<file path="src/rtl/alu_pkg.sv">
// Shared types for the sequential ALU: opcode and FSM state enums and a
// helper that classifies the multi-cycle shift/rotate opcodes.
package alu_pkg;

  typedef enum logic [3:0] {
    OP_ADD   = 4'h0,
    OP_SUB   = 4'h1,
    OP_INC   = 4'h2,
    OP_DEC   = 4'h3,
    OP_AND   = 4'h4,
    OP_OR    = 4'h5,
    OP_XOR   = 4'h6,
    OP_NOT   = 4'h7,
    OP_SHL   = 4'h8,
    OP_SHR   = 4'h9,
    OP_ROL   = 4'hA,
    OP_ROR   = 4'hB,
    OP_PAR   = 4'hC,
    OP_CMP   = 4'hD,
    OP_PASSB = 4'hE,
    OP_RSV   = 4'hF
  } alu_op_e;

  typedef enum logic {
    IDLE  = 1'b0,
    SHIFT = 1'b1
  } state_e;

  function automatic logic OP_IS_SHIFT(input alu_op_e o);
    return (o == OP_SHL) || (o == OP_SHR) || (o == OP_ROL) || (o == OP_ROR);
  endfunction

endpackage

</file>
<file path="src/rtl/alu_shift_unit.sv">
// Iterative shifter/rotator: moves the operand one bit per step while a
// down-counter runs from the loaded amount to 1. The next operand value and
// the bit leaving the word are exposed combinationally so the owner can
// capture the final step directly into its output register.
module alu_shift_unit #(
  parameter int WIDTH   = 8,
  parameter int SHAMT_W = $clog2(WIDTH)
) (
  input  logic               clk,
  input  logic               rst_n,
  input  logic               i_load,
  input  logic               i_step,
  input  logic               i_left,
  input  logic               i_rot,
  input  logic [WIDTH-1:0]   i_opnd,
  input  logic [SHAMT_W-1:0] i_amt,
  output logic               o_last,
  output logic [WIDTH-1:0]   o_nxt,
  output logic               o_nxt_carry
);

  logic [WIDTH-1:0]   r_opnd;
  logic [SHAMT_W-1:0] r_cnt;
  logic               r_left;
  logic               r_rot;

  // One-bit step; rotates feed the leaving bit back in, shifts feed zero.
  always_comb begin
    o_nxt       = '0;
    o_nxt_carry = 1'b0;
    if (r_left) begin
      o_nxt       = {r_opnd[WIDTH-2:0], r_rot ? r_opnd[WIDTH-1] : 1'b0};
      o_nxt_carry = r_opnd[WIDTH-1];
    end else begin
      o_nxt       = {r_rot ? r_opnd[0] : 1'b0, r_opnd[WIDTH-1:1]};
      o_nxt_carry = r_opnd[0];
    end
  end

  assign o_last = (r_cnt == SHAMT_W'(1));

  // Operand/counter/control registers: load on accept, advance while shifting.
  always_ff @(posedge clk or negedge rst_n) begin
    if (!rst_n) begin
      r_opnd <= '0;
      r_cnt  <= '0;
      r_left <= 1'b0;
      r_rot  <= 1'b0;
    end else if (i_load) begin
      r_opnd <= i_opnd;
      r_cnt  <= i_amt;
      r_left <= i_left;
      r_rot  <= i_rot;
    end else if (i_step) begin
      r_opnd <= o_nxt;
      r_cnt  <= r_cnt - SHAMT_W'(1);
    end
  end

endmodule

</file>
<file path="src/rtl/alu_seq.sv">
// Handshaked sequential ALU with registered result/flags. Single-cycle ops
// are computed here; non-zero shifts/rotates run in alu_shift_unit.
// Optional build macro ALU_SAT_EN: signed saturation of ADD/SUB/INC/DEC.
module alu_seq
  import alu_pkg::*;
#(
  parameter int WIDTH   = 8,
  parameter int SHAMT_W = $clog2(WIDTH)
) (
  input  logic             clk,
  input  logic             rst_n,
  input  logic             in_valid,
  output logic             in_ready,
  input  logic [3:0]       op,
  input  logic [WIDTH-1:0] in_a,
  input  logic [WIDTH-1:0] in_b,
  output logic             out_valid,
  input  logic             out_ready,
  output logic [WIDTH-1:0] rslt,
  output logic             zero,
  output logic             carry,
  output logic             neg,
  output logic             ovf,
  output logic             busy
);

  localparam logic [WIDTH-1:0] WIDTH_V = WIDTH'(WIDTH);

  alu_op_e            w_op;
  state_e             r_state, w_state_nxt;
  logic               w_accept;
  logic [WIDTH-1:0]   w_opb;
  logic [WIDTH:0]     w_add, w_sub;
  logic               w_add_ovf, w_sub_ovf;
  logic [SHAMT_W-1:0] w_sh, w_rot_amt, w_amt;
  logic [WIDTH-1:0]   w_res, w_fval;
  logic               w_c, w_ovf, w_noflags, w_start_sh;
  logic               w_sh_last, w_sh_carry, w_shift_done;
  logic [WIDTH-1:0]   w_sh_res;
  logic [WIDTH-1:0]   r_rslt;
  logic               r_out_valid, r_zero, r_carry, r_neg, r_ovf;
`ifdef ALU_SAT_EN
  logic [WIDTH-1:0]   w_sat;
`endif

  assign w_op      = alu_op_e'(op);
  assign w_accept  = in_valid && in_ready;
  assign w_opb     = (w_op == OP_INC || w_op == OP_DEC) ? WIDTH'(1) : in_b;
  assign w_add     = {1'b0, in_a} + {1'b0, w_opb};
  assign w_sub     = {1'b0, in_a} - {1'b0, w_opb};  // MSB is the borrow
  assign w_add_ovf = (in_a[WIDTH-1] == w_opb[WIDTH-1]) && (w_add[WIDTH-1] != in_a[WIDTH-1]);
  assign w_sub_ovf = (in_a[WIDTH-1] != w_opb[WIDTH-1]) && (w_sub[WIDTH-1] != in_a[WIDTH-1]);
  assign w_sh      = in_b[SHAMT_W-1:0];
  assign w_rot_amt = SHAMT_W'(in_b % WIDTH_V);
`ifdef ALU_SAT_EN
  // Overflow always lands on the side given by A's sign.
  assign w_sat = in_a[WIDTH-1] ? {1'b1, {(WIDTH-1){1'b0}}} : {1'b0, {(WIDTH-1){1'b1}}};
`endif

  // Single-cycle datapath and shift launch decision.
  always_comb begin
    w_res      = '0;
    w_c        = 1'b0;
    w_ovf      = 1'b0;
    w_noflags  = 1'b0;
    w_start_sh = 1'b0;
    w_amt      = '0;
    case (w_op)
      OP_ADD, OP_INC: begin
        w_res = w_add[WIDTH-1:0];
        w_c   = w_add[WIDTH];
        w_ovf = w_add_ovf;
`ifdef ALU_SAT_EN
        if (w_add_ovf) w_res = w_sat;
`endif
      end
      OP_SUB, OP_DEC: begin
        w_res = w_sub[WIDTH-1:0];
        w_c   = w_sub[WIDTH];
        w_ovf = w_sub_ovf;
`ifdef ALU_SAT_EN
        if (w_sub_ovf) w_res = w_sat;
`endif
      end
      OP_AND: w_res = in_a & in_b;
      OP_OR:  w_res = in_a | in_b;
      OP_XOR: w_res = in_a ^ in_b;
      OP_NOT: w_res = ~in_a;
      OP_SHL, OP_SHR: begin
        if (in_b >= WIDTH_V) w_res = '0;
        else if (w_sh == '0) w_res = in_a;
        else begin
          w_start_sh = 1'b1;
          w_amt      = w_sh;
        end
      end
      OP_ROL, OP_ROR: begin
        if (w_rot_amt == '0) w_res = in_a;
        else begin
          w_start_sh = 1'b1;
          w_amt      = w_rot_amt;
        end
      end
      OP_PAR: w_res = {{(WIDTH-1){1'b0}}, ^in_a};
      OP_CMP: begin
        w_res = in_a;
        w_c   = w_sub[WIDTH];
        w_ovf = w_sub_ovf;
      end
      OP_PASSB: w_res = in_b;
      default: w_noflags = 1'b1;
    endcase
    // CMP reports zero/neg of the difference, not of the passed-through A.
    w_fval = (w_op == OP_CMP) ? w_sub[WIDTH-1:0] : w_res;
  end

  alu_shift_unit #(.WIDTH(WIDTH), .SHAMT_W(SHAMT_W)) u_shift (
    .clk         (clk),
    .rst_n       (rst_n),
    .i_load      (w_accept && w_start_sh),
    .i_step      (r_state == SHIFT),
    .i_left      (w_op == OP_SHL || w_op == OP_ROL),
    .i_rot       (w_op == OP_ROL || w_op == OP_ROR),
    .i_opnd      (in_a),
    .i_amt       (w_amt),
    .o_last      (w_sh_last),
    .o_nxt       (w_sh_res),
    .o_nxt_carry (w_sh_carry)
  );

  assign w_shift_done = (r_state == SHIFT) && w_sh_last;

  // FSM state register.
  always_ff @(posedge clk or negedge rst_n) begin
    if (!rst_n) r_state <= IDLE;
    else        r_state <= w_state_nxt;
  end

  // Next state plus handshake/busy outputs.
  always_comb begin
    w_state_nxt = r_state;
    in_ready    = 1'b0;
    busy        = 1'b0;
    case (r_state)
      IDLE: begin
        in_ready = !r_out_valid || out_ready;
        if (in_valid && in_ready && w_start_sh) w_state_nxt = SHIFT;
      end
      SHIFT: begin
        busy = 1'b1;
        if (w_sh_last) w_state_nxt = IDLE;
      end
      default: w_state_nxt = IDLE;
    endcase
  end

  // Output register: load on single-cycle accept or final shift step,
  // otherwise drop valid once the consumer pops it.
  always_ff @(posedge clk or negedge rst_n) begin
    if (!rst_n) begin
      r_out_valid <= 1'b0;
      r_rslt      <= '0;
      r_zero      <= 1'b0;
      r_carry     <= 1'b0;
      r_neg       <= 1'b0;
      r_ovf       <= 1'b0;
    end else if (w_accept && !w_start_sh) begin
      r_out_valid <= 1'b1;
      r_rslt      <= w_res;
      r_zero      <= !w_noflags && (w_fval == '0);
      r_carry     <= w_c;
      r_neg       <= !w_noflags && w_fval[WIDTH-1];
      r_ovf       <= w_ovf;
    end else if (w_shift_done) begin
      r_out_valid <= 1'b1;
      r_rslt      <= w_sh_res;
      r_zero      <= (w_sh_res == '0);
      r_carry     <= w_sh_carry;
      r_neg       <= w_sh_res[WIDTH-1];
      r_ovf       <= 1'b0;
    end else if (r_out_valid && out_ready) begin
      r_out_valid <= 1'b0;
    end
  end

  assign out_valid = r_out_valid;
  assign rslt      = r_rslt;
  assign zero      = r_zero;
  assign carry     = r_carry;
  assign neg       = r_neg;
  assign ovf       = r_ovf;

endmodule

</file>
<file path="config.mk">
export PLATFORM = sky130hd
export DESIGN_NAME = alu_seq
export DESIGN_NICKNAME = d
export VERILOG_FILES = /design/src/rtl/alu_pkg.sv /design/src/rtl/alu_shift_unit.sv /design/src/rtl/alu_seq.sv
export SDC_FILE = /design/constraint.sdc
export NUM_CORES = 1
export LEC_CHECK = 0
export CAP_MARGIN = 20
export CORE_MARGIN = 1
export CORE_UTILIZATION = 45
export CTS_CLUSTER_DIAMETER = 200
export DETAILED_ROUTE_END_ITERATION = 7
export MAX_ROUTING_LAYER = met4
export PLACE_DENSITY_LB_ADDON = 0.12
export SYNTH_ARGS = -nofsm -noshare
export SYNTH_HDL_FRONTEND = slang
export SYNTH_SLANG_ARGS = --single-unit
export TNS_END_PERCENT = 1
</file>
<file path="constraint.sdc">
create_clock -name clk -period 2.7 [get_ports clk]
set_input_delay 0.54 -clock clk [delete_from_list [all_inputs] [get_ports clk]]
set_output_delay 0.54 -clock clk [all_outputs]
set_load 0.1 [all_outputs]
</file>
# ---- Word level (Yosys, flattened, before mapping)
# Cells that the tools add are included.
dict set report word_totals {
  elab_cells 109
  reg_bits 27
}
dict set report classes {
  addsub 3
  muxes 39
  n_eq_ne 19
  bitwise 5
  reduce_logical 31
  magnitude_cmp 1
}
# operator count
set ops {}
lappend ops {{$pmux W8 S11} 1}
lappend ops {{$mux W8} 9}
lappend ops {{$eq A4 B4 Y1 const B} 7}
lappend ops {{$mux W1} 20}
lappend ops {{$eq A4 B3 Y1 const B} 4}
lappend ops {{$logic_not A8 Y1} 2}
lappend ops {{$reduce_or A15 Y1} 1}
lappend ops {{$mux W3} 4}
lappend ops {{$logic_and A1 B1 Y1} 11}
lappend ops {{$add A8 B8 Y9} 1}
lappend ops {{$sub A8 B8 Y9} 1}
lappend ops {{$and A8 B8 Y8} 1}
lappend ops {{$eq A4 B2 Y1 const B} 2}
lappend ops {{$ge A8 B4 Y1 const B} 1}
lappend ops {{$not A8 Y8} 1}
lappend ops {{$or A8 B8 Y8} 1}
lappend ops {{$pmux W1 S2} 4}
lappend ops {{$reduce_or A2 Y1} 4}
lappend ops {{$reduce_xor A8 Y1} 1}
lappend ops {{$xor A8 B8 Y8} 1}
lappend ops {{$pmux W3 S2} 1}
lappend ops {{$eq A4 B1 Y1 const B} 1}
lappend ops {{$logic_not A4 Y1} 1}
lappend ops {{$logic_or A1 B1 Y1} 4}
lappend ops {{other kinds (10)} 14}

# ---- Depth between registers and ports, before layout
# Gate-level depths: netlist of the first run.
dict set report logic_depth {
  depth_word 9
  depth_mapped 16
  ltp_nobuf 14
}

# ---- Modules after synthesis
# Synthesis of the first run repeated with hierarchy kept, for this count alone.
dict set report unflattened {
  hier_cells 419
  hier_area_um2 3423.3
}
# mod instances area_per_inst_um2 seq_area_each_um2 cells_each
set by_module_without_submodules {}
lappend by_module_without_submodules {alu_seq 1 2652.5 350.3 347}
lappend by_module_without_submodules {alu_shift_unit 1 770.7 325.3 72}

# ---- Worst setup path after synthesis of the first run
# OpenSTA, ideal clock, no wires.
dict set report synth_path {
  path_kind {reg2reg}
  from {register r_state}
  to {register u_shift.r_opnd[0]}
  slack_ns -1.075
  stages_incl_launch_ff 6
  t_arrival_ns 3.649
  setup_ns 0.126
  path_buffers 0
  path_cell_list {dfrtp_1 -> a21oi_1 -> nand2_1 -> nor3_2 -> nor2_1 -> a221o_1}
}
dict set report synth_between {
  elab_chain_len 4
  word_cells_on_any_way 5
  classes_between {2 x mux; 3 x reduce/logical}
}
# element line_no
set synth_lines {}
lappend synth_lines {{start, declared} alu_seq.sv:30} ;# state_e r_state, w_state_nxt;
lappend synth_lines {{start signal, assigned} alu_seq.sv:136} ;# else r_state <= w_state_nxt;
lappend synth_lines {{$mux W1 *} alu_seq.sv:144} ;# case (r_state)
lappend synth_lines {{via in_ready} alu_seq.sv:13} ;# output logic in_ready,
lappend synth_lines {{$logic_and A1 B1 Y1 *} alu_seq.sv:47} ;# assign w_accept = in_valid && in_ready;
lappend synth_lines {{$logic_and A1 B1 Y1 *} alu_seq.sv:120} ;# .i_load (w_accept && w_start_sh),
lappend synth_lines {{$mux W8 / $reduce_bool A2 Y1 (equally long branches)} -}
lappend synth_lines {{end signal, assigned} alu_shift_unit.sv:50} ;# r_opnd <= i_opnd;
lappend synth_lines {{end signal, assigned} alu_shift_unit.sv:55} ;# r_opnd <= o_nxt;
lappend synth_lines {{end, declared} alu_shift_unit.sv:22} ;# logic [WIDTH-1:0] r_opnd;
# Mark *: on every way through the listed nets, which the timed path passes. The rest lies on a longest branch.
# A chain may end at the register's enable or synchronous reset.

# ---- Final worst setup path of the first run
dict set report layout_path {
  from {input op[2]}
  to {register r_zero (netlist: zero)}
}
dict set report layout_between {
  elab_chain_len 9
  word_cells_on_any_way 33
  classes_between {2 x add/sub; 14 x eq/ne; 5 x mux; 12 x reduce/logical}
}
# element line_no
set layout_lines {}
lappend layout_lines {{start, declared} alu_seq.sv:14} ;# input logic [3:0] op,
lappend layout_lines {{$eq A4 B2 Y1} {alu_seq.sv:48, alu_seq.sv:68}}
lappend layout_lines {{$logic_or A1 B1 Y1} alu_seq.sv:48} ;# assign w_opb = (w_op == OP_INC || w_op == OP_DEC) ? WIDTH'(1) : in_b;
lappend layout_lines {{$mux W8} alu_seq.sv:48}
lappend layout_lines {{$sub A8 B8 Y9 / $add A8 B8 Y9 (equally long branches)} {alu_seq.sv:50, alu_seq.sv:49}}
lappend layout_lines {{$pmux W8 S11} alu_seq.sv:68} ;# case (w_op)
lappend layout_lines {{$mux W8} alu_seq.sv:114} ;# w_fval = (w_op == OP_CMP) ? w_sub[WIDTH-1:0] : w_res;
lappend layout_lines {{$logic_not A8 Y1} alu_seq.sv:170} ;# r_zero <= !w_noflags && (w_fval == '0);
lappend layout_lines {{$logic_and A1 B1 Y1} alu_seq.sv:170}
lappend layout_lines {{$mux W1} alu_seq.sv:167} ;# end else if (w_accept && !w_start_sh) begin
lappend layout_lines {{end signal, assigned} alu_seq.sv:170}
lappend layout_lines {{end signal, assigned} alu_seq.sv:177} ;# r_zero <= (w_sh_res == '0);
lappend layout_lines {{end, declared} alu_seq.sv:41} ;# logic r_out_valid, r_zero, r_carry, r_neg, r_ovf;
# Parallel ways exist; a longest one is shown, timed or not.

==> results of run 1 <==
-- layout make-up --
cell class                      instances  area, um^2  share of cell area (%)
Clock buffer                            4        45.0                   0.920
Inverter                               33         126                    2.58
Multi-Input combinational cell        316        2700                    55.1
Sequential cell                        27         676                    13.8
Tap cell                               96         120                    2.45
Timing Repair Buffer                  153        1230                    25.2
-- state kept, by name, summed over array words and instances, names as in the netlist --
name / count
rslt: 8
zero: 1
u_shift.r_rot: 1
carry: 1
u_shift.r_left: 1
out_valid: 1
r_state: 1
ovf: 1
neg: 1
u_shift.r_opnd: 8
u_shift.r_cnt: 3
-- worst reg2reg max path: stages (launching register included) --
cell,delay [ns]
dfrtp_1,0.42
a21oi_2,0.29
o211ai_1,0.14
buf_4,0.19
a21oi_1,0.25
o21ai_0,0.14
nor2_1,0.13
o2bb2ai_1,0.11
-- cells in the mapped netlist, types with 3 or more instances --
| master | instances | share of area [%] |
|---|---|---|
| o31ai_1 | 4 | 0.91 |
| o211ai_1 | 4 | 0.91 |
| mux2_2 | 8 | 2.7 |
| dfrtp_1 | 27 | 20 |
| o21ai_0 | 18 | 2.7 |
| nand3_1 | 11 | 1.7 |
| o221ai_1 | 8 | 2.1 |
| nand3b_1 | 3 | 0.68 |
| nor4_1 | 3 | 0.57 |
| buf_4 | 3 | 0.68 |
| nor2b_1 | 15 | 2.8 |
| xnor2_1 | 20 | 5.3 |
| buf_2 | 4 | 0.61 |
| a211oi_1 | 3 | 0.68 |
| and2_1 | 4 | 0.76 |
| a22oi_1 | 8 | 1.8 |
| mux2i_1 | 10 | 3.0 |
| ha_1 | 36 | 14 |
| a22o_1 | 3 | 0.80 |
| o22ai_1 | 3 | 0.57 |
| or2_2 | 3 | 0.57 |
| nor3_1 | 6 | 0.91 |
| nand4_1 | 3 | 0.57 |
| a31oi_1 | 3 | 0.57 |
| nor3b_2 | 3 | 1.1 |
| a221o_1 | 8 | 2.4 |
| a21oi_1 | 17 | 2.6 |
| inv_1 | 32 | 3.6 |
| nand2_1 | 33 | 3.8 |
| a21o_1 | 4 | 0.91 |
| nor2_1 | 26 | 3.0 |
| nand2b_1 | 7 | 1.3 |
| a221oi_1 | 3 | 0.80 |
| clkbuf_1 | 10 | 1.1 |
-- per-layer routing --
| metal | up-vias | share of wire, % |
|---|---|---|
| met3 | 22 | 4.1 |
| li1 | 1715 | - |
| met5 | - | 0 |
| met2 | 119 | 50 |
| met1 | 1683 | 44 |
| met4 | 0 | 2.2 |
-- logic make-up (layout without fill, tap and decap cells) --
group | Yosys count | count (layout) | share of synthesized area (%)
AND/OR/NAND/NOR | 128 | 128 | 20.4
XOR/XNOR | 21 | 21 | 5.57
adder cells (fa/ha/maj) | 38 | 38 | 14.9
flip-flops | 27 | 27 | 20.5
buffers and inverters | 54 | 190 | 7.24
AO/OA/AOI/OAI | 109 | 109 | 24.7
multiplexers | 20 | 20 | 6.79
-- power by group through the flow --
| stage | logic [mW] | registers (mW) | clock network (mW) |
|---|---|---|---|
| floorplan | 0.816 | 1.30 | 0 |
| global placement | 2.02 | 0.695 | 0 |
| detailed placement | 2.04 | 0.699 | 0 |
| CTS | 2.11 | 0.693 | 0.233 |
| global route | 2.32 | 0.713 | 0.250 |
| finish | 2.17 | 0.696 | 0.229 |
-- what timing repair did --
item,CTS,global route
buffers inserted,8,4
setup endpoints to repair,11,10
pin swaps,23,25
gates resized for setup,49,32
-- worst max path at each step --
stage	endpoint	slack (ns)	cells past startpoint
after floorplan	rslt[7]	-0.43	14
after global placement	zero	-0.84	15
after detailed placement	neg	-0.89	15
after CTS	zero	-0.24	16
after global routing	zero	-0.30	15
final	zero	-0.17	15
-- layout by cell type (no fill, tap or decap), types with 5 or more instances in the layout --
cell type / n
a221o_1: 8
clkdlybuf4s50_1: 11
nand2b_1: 7
ha_1: 29
buf_4: 127
mux2_2: 7
a22oi_1: 6
nor2b_1: 14
ha_4: 5
o221ai_1: 6
o21ai_0: 16
nor2_1: 25
dlygate4sd2_1: 6
xnor2_1: 19
dfrtp_1: 27
mux2i_1: 10
a21oi_1: 13
nand2_1: 28
nand3_1: 11
nor3_1: 5
inv_1: 28
-- per-stage QoR --
step	util, %	setup slack, ns	setup TNS, ns	total power, mW
after global placement	64.8	-0.838	-7.21	2.72
after detailed placement	64.8	-0.892	-8.26	2.74
after floorplan	-	-0.431	-7.65	2.11
after CTS	68.1	-0.237	-0.546	3.03
final	70.5	-0.174	-0.544	3.10
after global routing	70.5	-0.303	-1.27	3.28
==> out/metrics.yaml, run 1 <==
sta:
  relSlewSlack_pct: 64.2
  holdWs_ns: 0.490
  setup_violations: 5
  timing.final.crit_share_pct: 106
  final-hold-violation-count: 0
  finalCriticalPeriod_ns: 2.87
  tightest_slew_ns: 0.534
  skew_ns: 0.00408
  rsz0062_at_grt: "true"
  fin_ws_ns: -0.174
  report.final.slew_viol_count: 0
  fmax_mhz: 348
power_and_ir_drop:
  power_density_mw_per_mm2: 633
  power_frac_seq_pct: 22.5
  ir_worst_vdd_mv: 0.343
  p_int_mw: 1.46
  p_leak_nw: 2.28
  pwr-share-comb_pct: 70.1
  clockPowerShare_pct: 7.4
  p_switching_mw: 1.64
  switching_share_pct: 52.9
global_route:
  gr-usage-met1_pct: 36.5
  grt_first_pass_wirelength_um: 16800
  grt_max_degree: 28
  grt_use_met3_pct: 1.89
  grt_pass1_vias: 3477
  grt_usage_pct: 28.7
  grtUsageMet2_pct: 49.3
  grt-ovfl-total: 0
  antenna_found_initial: 0
  grt_busiest_layer: "met2"
setup_path:
  cp_data_required_time_ns: 2.91
  crit_fanout: 4
  r2r_slack_ns: 0.96
  r2r_cells: 7
  cp_slowest_stage_delay_ns: 0.42
  path_class: "in2reg"
  cp-startpoint: "op[2]"
  start_kind: "primary input"
  arrival_ns: 3.09
  cp-end-kind: "flip-flop"
  cp_common_cell: "nand2_8"
  regToRegEndpoint: "zero"
  critPathBufInv: 3
  critPathTopFamily: "compound AO/OA/AOI/OAI gates"
  path_cells: "buf_8, nor2_4, nand2_8, nand2_8, inv_4, fa_2, nor3b_4, a211oi_2, buf_4, o31ai_4, xnor2_1, a2111oi_2, nand4_1, a21oi_2, o2bb2ai_1"
  slowest_stage: "a2111oi_2"
  r2r-start: "out_valid"
synthesis:
  synth-edff-count: 0
  avgSynthCellArea_um2: 8.31
  yosysUniqueCellTypes: 70
  ys_warn_count: 0
  ys_seq_elements: 27
  ys.flop_type: "dfrtp_1"
  syn_inst: 397
  synth_async_sr_flop_share_pct: 100
  syn-num-nets: 459
  netlist_area_mm2: 0.00330
  seq_area_frac_synth_pct: 20.5
detailed_routing:
  ant_nets: 0
  drtPass1Iterations: 5
  wl_um: 10300
  vias: 3539
  drc_errors: 0
  vias_per_cell: 5.63
  drt_iter0_markers: 217
  wl_per_cell_um: 16.5
hold_path:
  hp-start: "carry"
  hold_depth: 2
  hold_class: "reg2reg"
  holdPathEnd: "carry"
status:
  status: "finished with violations"
  violations: "setup timing"
clock_tree:
  ctsHoldBuffers: 0
  htree_levels: 1
  clkLatencyLatePin_ns: 0.28
  clk_pin_slew_ns: 0.09
  numCtsBuffers: 3
  root_buffer: "clkbuf_8"
  cts_tree: "yes"
  clk_path_buf_depth: 2
  cts.sinks: 27
cells_and_area:
  drive_above_1_share_pct: 38.3
  num-fill-cells: 582
  layout.cells.non_filler: 629
  syn_to_final_growth_pct: 48.3
  layout.nets: 596
  n_antenna_cell: 0
  post-route-cell-area_mm2: 0.00489
place:
  dp.cells: 613
  placed_area_mm2: 0.00450
  io_buffers: 38
  dp_hpwl_um: 8010
  place.gp.congestion: 0.931
floorplanning:
  dieArea_mm2: 0.00768
  coreArea_mm2: 0.00694
  ios: 39
  rows: 30
  die_h_um: 87.6
  die_x_um: 87.6
  initial_utilization_pct: 47.5
flow_run:
  cap_violations: 0
(Power assumes the default switching activity.)
==> run 2: changes to the inputs <==
--- a/config.mk
+++ b/config.mk
@@ -10,6 +10,7 @@
 export CORE_UTILIZATION = 45
 export CTS_CLUSTER_DIAMETER = 200
 export DETAILED_ROUTE_END_ITERATION = 7
+export GPL_TIMING_DRIVEN = 0
 export MAX_ROUTING_LAYER = met4
 export PLACE_DENSITY_LB_ADDON = 0.12
 export SYNTH_ARGS = -nofsm -noshare
==> out/metrics.yaml, run 2 (synthesized netlist as in run 1, its figures left out) <==
sta:
  report.final.slew_viol_count: 0  # unchanged
  setup-tns-final_ns: -0.882  # -0.337 ns
  skew_ns: 0.00417  # +0.0000932 ns
  tightest_slew_ns: 0.968  # +0.433 ns
  timing.final.crit_share_pct: 111  # +4.5 points
  fmax_mhz: 334  # -4.1%
  fin_ws_ns: -0.296  # -0.122 ns
  relSlewSlack_pct: 35.3  # -29 points
  final-hold-violation-count: 0  # unchanged
  finalCriticalPeriod_ns: 3.00  # +0.122 ns
  rsz0062_at_grt: "true"
  setup_violations: 5  # unchanged
power_and_ir_drop:
  power_density_mw_per_mm2: 670  # +5.9%
  p_switching_mw: 1.61  # -1.6%
  p_int_mw: 1.35  # -7.2%
  switching_share_pct: 54.4  # +1.5 points
  p_leak_nw: 1.95  # -15%
  clockPowerShare_pct: 7.9  # +0.5 points
  pwr-share-comb_pct: 69.2  # -0.9 points
  power_frac_seq_pct: 23.0  # +0.5 points
  ir_worst_vdd_mv: 0.317  # -7.6%
cells_and_area:
  n_antenna_cell: 0  # unchanged
  layout.nets: 524  # -12%
  final_cell_mix: "buf_4, ha_1, nand2_1"
  postLayoutCoreUtil_pct: 63.7  # -6.7 points
  post-route-cell-area_mm2: 0.00443  # -9.5%
  layout.cells.non_filler: 557  # -11%
  drive_above_1_share_pct: 24.3  # -14 points
  num-fill-cells: 600  # +3.1%
  seq_area_um2: 676  # unchanged
  multi_input_area_mm2: 0.00270  # +0.28%
  syn_to_final_growth_pct: 34.1
detailed_routing:
  drt_iter0_markers: 148  # -32%
  drc_errors: 0  # unchanged
  wirelength_met1_um: 4400  # -3.4%
  wl_um: 10200  # -1.3%
  drtPass1Iterations: 5  # unchanged
  wl_per_cell_um: 18.3  # +11%
  vias: 3266  # -7.7%
  vias_per_cell: 5.86  # +4.2%
  top_layer: "met4"
  ant_nets: 0  # unchanged
  wl_met2_um: 5220  # +1.5%
  wl_met3_um: 354  # -17%
setup_path:
  cp-startpoint: "op[1]"
  cp-end-kind: "flip-flop"
  r2r_slack_ns: 0.76  # -0.20 ns
  r2r-start: "u_shift.r_cnt[0]"
  arrival_ns: 3.21  # +0.12 ns
  regToRegEndpoint: "rslt[4]"
  cp-endpoint: "zero"
  start_kind: "primary input"
  crit_fanout: 6  # +2
  r2r_cells: 6  # -1
  cp_data_required_time_ns: 2.91  # about the same
  path_class: "in2reg"
status:
  status: "finished with violations"
  violations: "setup timing"
hold_path:
  hold_class: "reg2reg"
  hold_depth: 2  # unchanged
clock_tree:
  cts.sinks: 27  # unchanged
  htree_levels: 1  # unchanged
  cts_tree: "yes"
  root_buffer: "clkbuf_8"
  clk_path_buf_depth: 2  # unchanged
  numCtsBuffers: 3  # unchanged
  clkLatencyLatePin_ns: 0.28  # about the same
  clk_pin_slew_ns: 0.09  # about the same
floorplanning:
  dieArea_mm2: 0.00768  # unchanged
  rows: 30  # unchanged
  initial_utilization_pct: 47.5  # unchanged
  ios: 39  # unchanged
  coreArea_mm2: 0.00694  # unchanged
  die_x_um: 87.6  # unchanged
  die_h_um: 87.6  # unchanged
place:
  placed_area_mm2: 0.00389  # -13%
  dp_hpwl_um: 7310  # -8.7%
  place.gp.congestion: 0.880  # -5.5%
  post-place-ws_ns: -1.16  # -0.264 ns
  io_buffers: 35  # -7.9%
  dp.cells: 529  # -14%
global_route:
  grt-ovfl-total: 0  # unchanged
  antenna_found_initial: 0  # unchanged
  grt_first_pass_wirelength_um: 16100  # -4.3%
  grt_pass1_vias: 3148  # -9.5%
  grt_usage_pct: 27.8  # -0.92 points
  grt_max_degree: 20  # -29%
flow_run:
  cap_violations: 0  # unchanged
## run 2: changes by cell type in the layout (fill, tap and decap cells not counted), moves of 2 or more
cell	change
a2111oi_4	+2
a211oi_2	-2
buf_2	+2
buf_4	-96
buf_8	-2
clkbuf_1	+4
clkdlybuf4s15_2	+2
clkdlybuf4s50_1	+10
dlygate4sd2_1	-3
dlymetal6s2s_1	+4
ha_1	+2
nor3_2	-2
## run 2: per-layer routing
| layer | track usage (%) | up-vias |
|---|---|---|
| met5 | - | - |
| met1 | 34.6 | 1585 |
| met3 | 1.32 | 19 |
| li1 | - | 1566 |
| met2 | 48.6 | 96 |
| met4 | 8.49 | 0 |
## run 2: worst max-delay path, stage by stage
cell	delay (ns)
buf_12	0.11
clkbuf_16	0.15
nand2_8	0.11
nand2_8	0.08
ha_4	0.16
fa_2	0.36
nor3b_4	0.18
a211oi_4	0.30
xnor2_2	0.18
o31ai_4	0.09
a2111oi_2	0.36
buf_4	0.20
nand4_1	0.11
a21oi_2	0.17
o2bb2ai_1	0.12
## run 2: metrics by stage
stage | power, mW | hold slack (ns)
6_report | 2.97 | 0.494
3_3_place_gp | 2.56 | 0.479
4_1_cts | 2.87 | 0.501
3_5_place_dp | 2.58 | 0.474
5_1_grt | 3.13 | 0.535
2_1_floorplan | 2.11 | 0.244
## run 2: how the worst min path moves through the flow
| stage | end | slack [ns] | startpoint |
|---|---|---|---|
| final | carry | 0.49 | carry |
| after global routing | rslt[0] | 0.54 | rslt[0] |
| after CTS | carry | 0.50 | carry |
| after detailed placement | carry | 0.47 | carry |
| after global placement | carry | 0.48 | carry |
| after floorplan | carry | 0.24 | rst_n |
## run 2: area by class of cell
cell class,count,area share [%]
multi-input combinational,316,61.1
inverter,33,2.91
buffer,16,3.67
timing repair buffer,65,13.4
clock buffer,4,1.02
tap,96,2.71
sequential,27,15.3
## run 2: power groups by stage
stage	sequential [mW]	combinational [mW]	clock, mW
2_1_floorplan	1.30	0.816	0
3_3_place_gp	0.685	1.88	0
3_5_place_dp	0.685	1.90	0
4_1_cts	0.680	1.96	0.233
5_1_grt	0.699	2.18	0.251
6_report	0.681	2.05	0.234
## run 2: what timing repair did
item | 4_1_cts | 5_1_grt
gates resized for setup | 48 | 48
setup buffers | 13 | 16
pin swaps | 18 | 23
hold buffers | 0 | 0
cloned | 0 | 0
endpoints found under the setup margin | 12 | 27
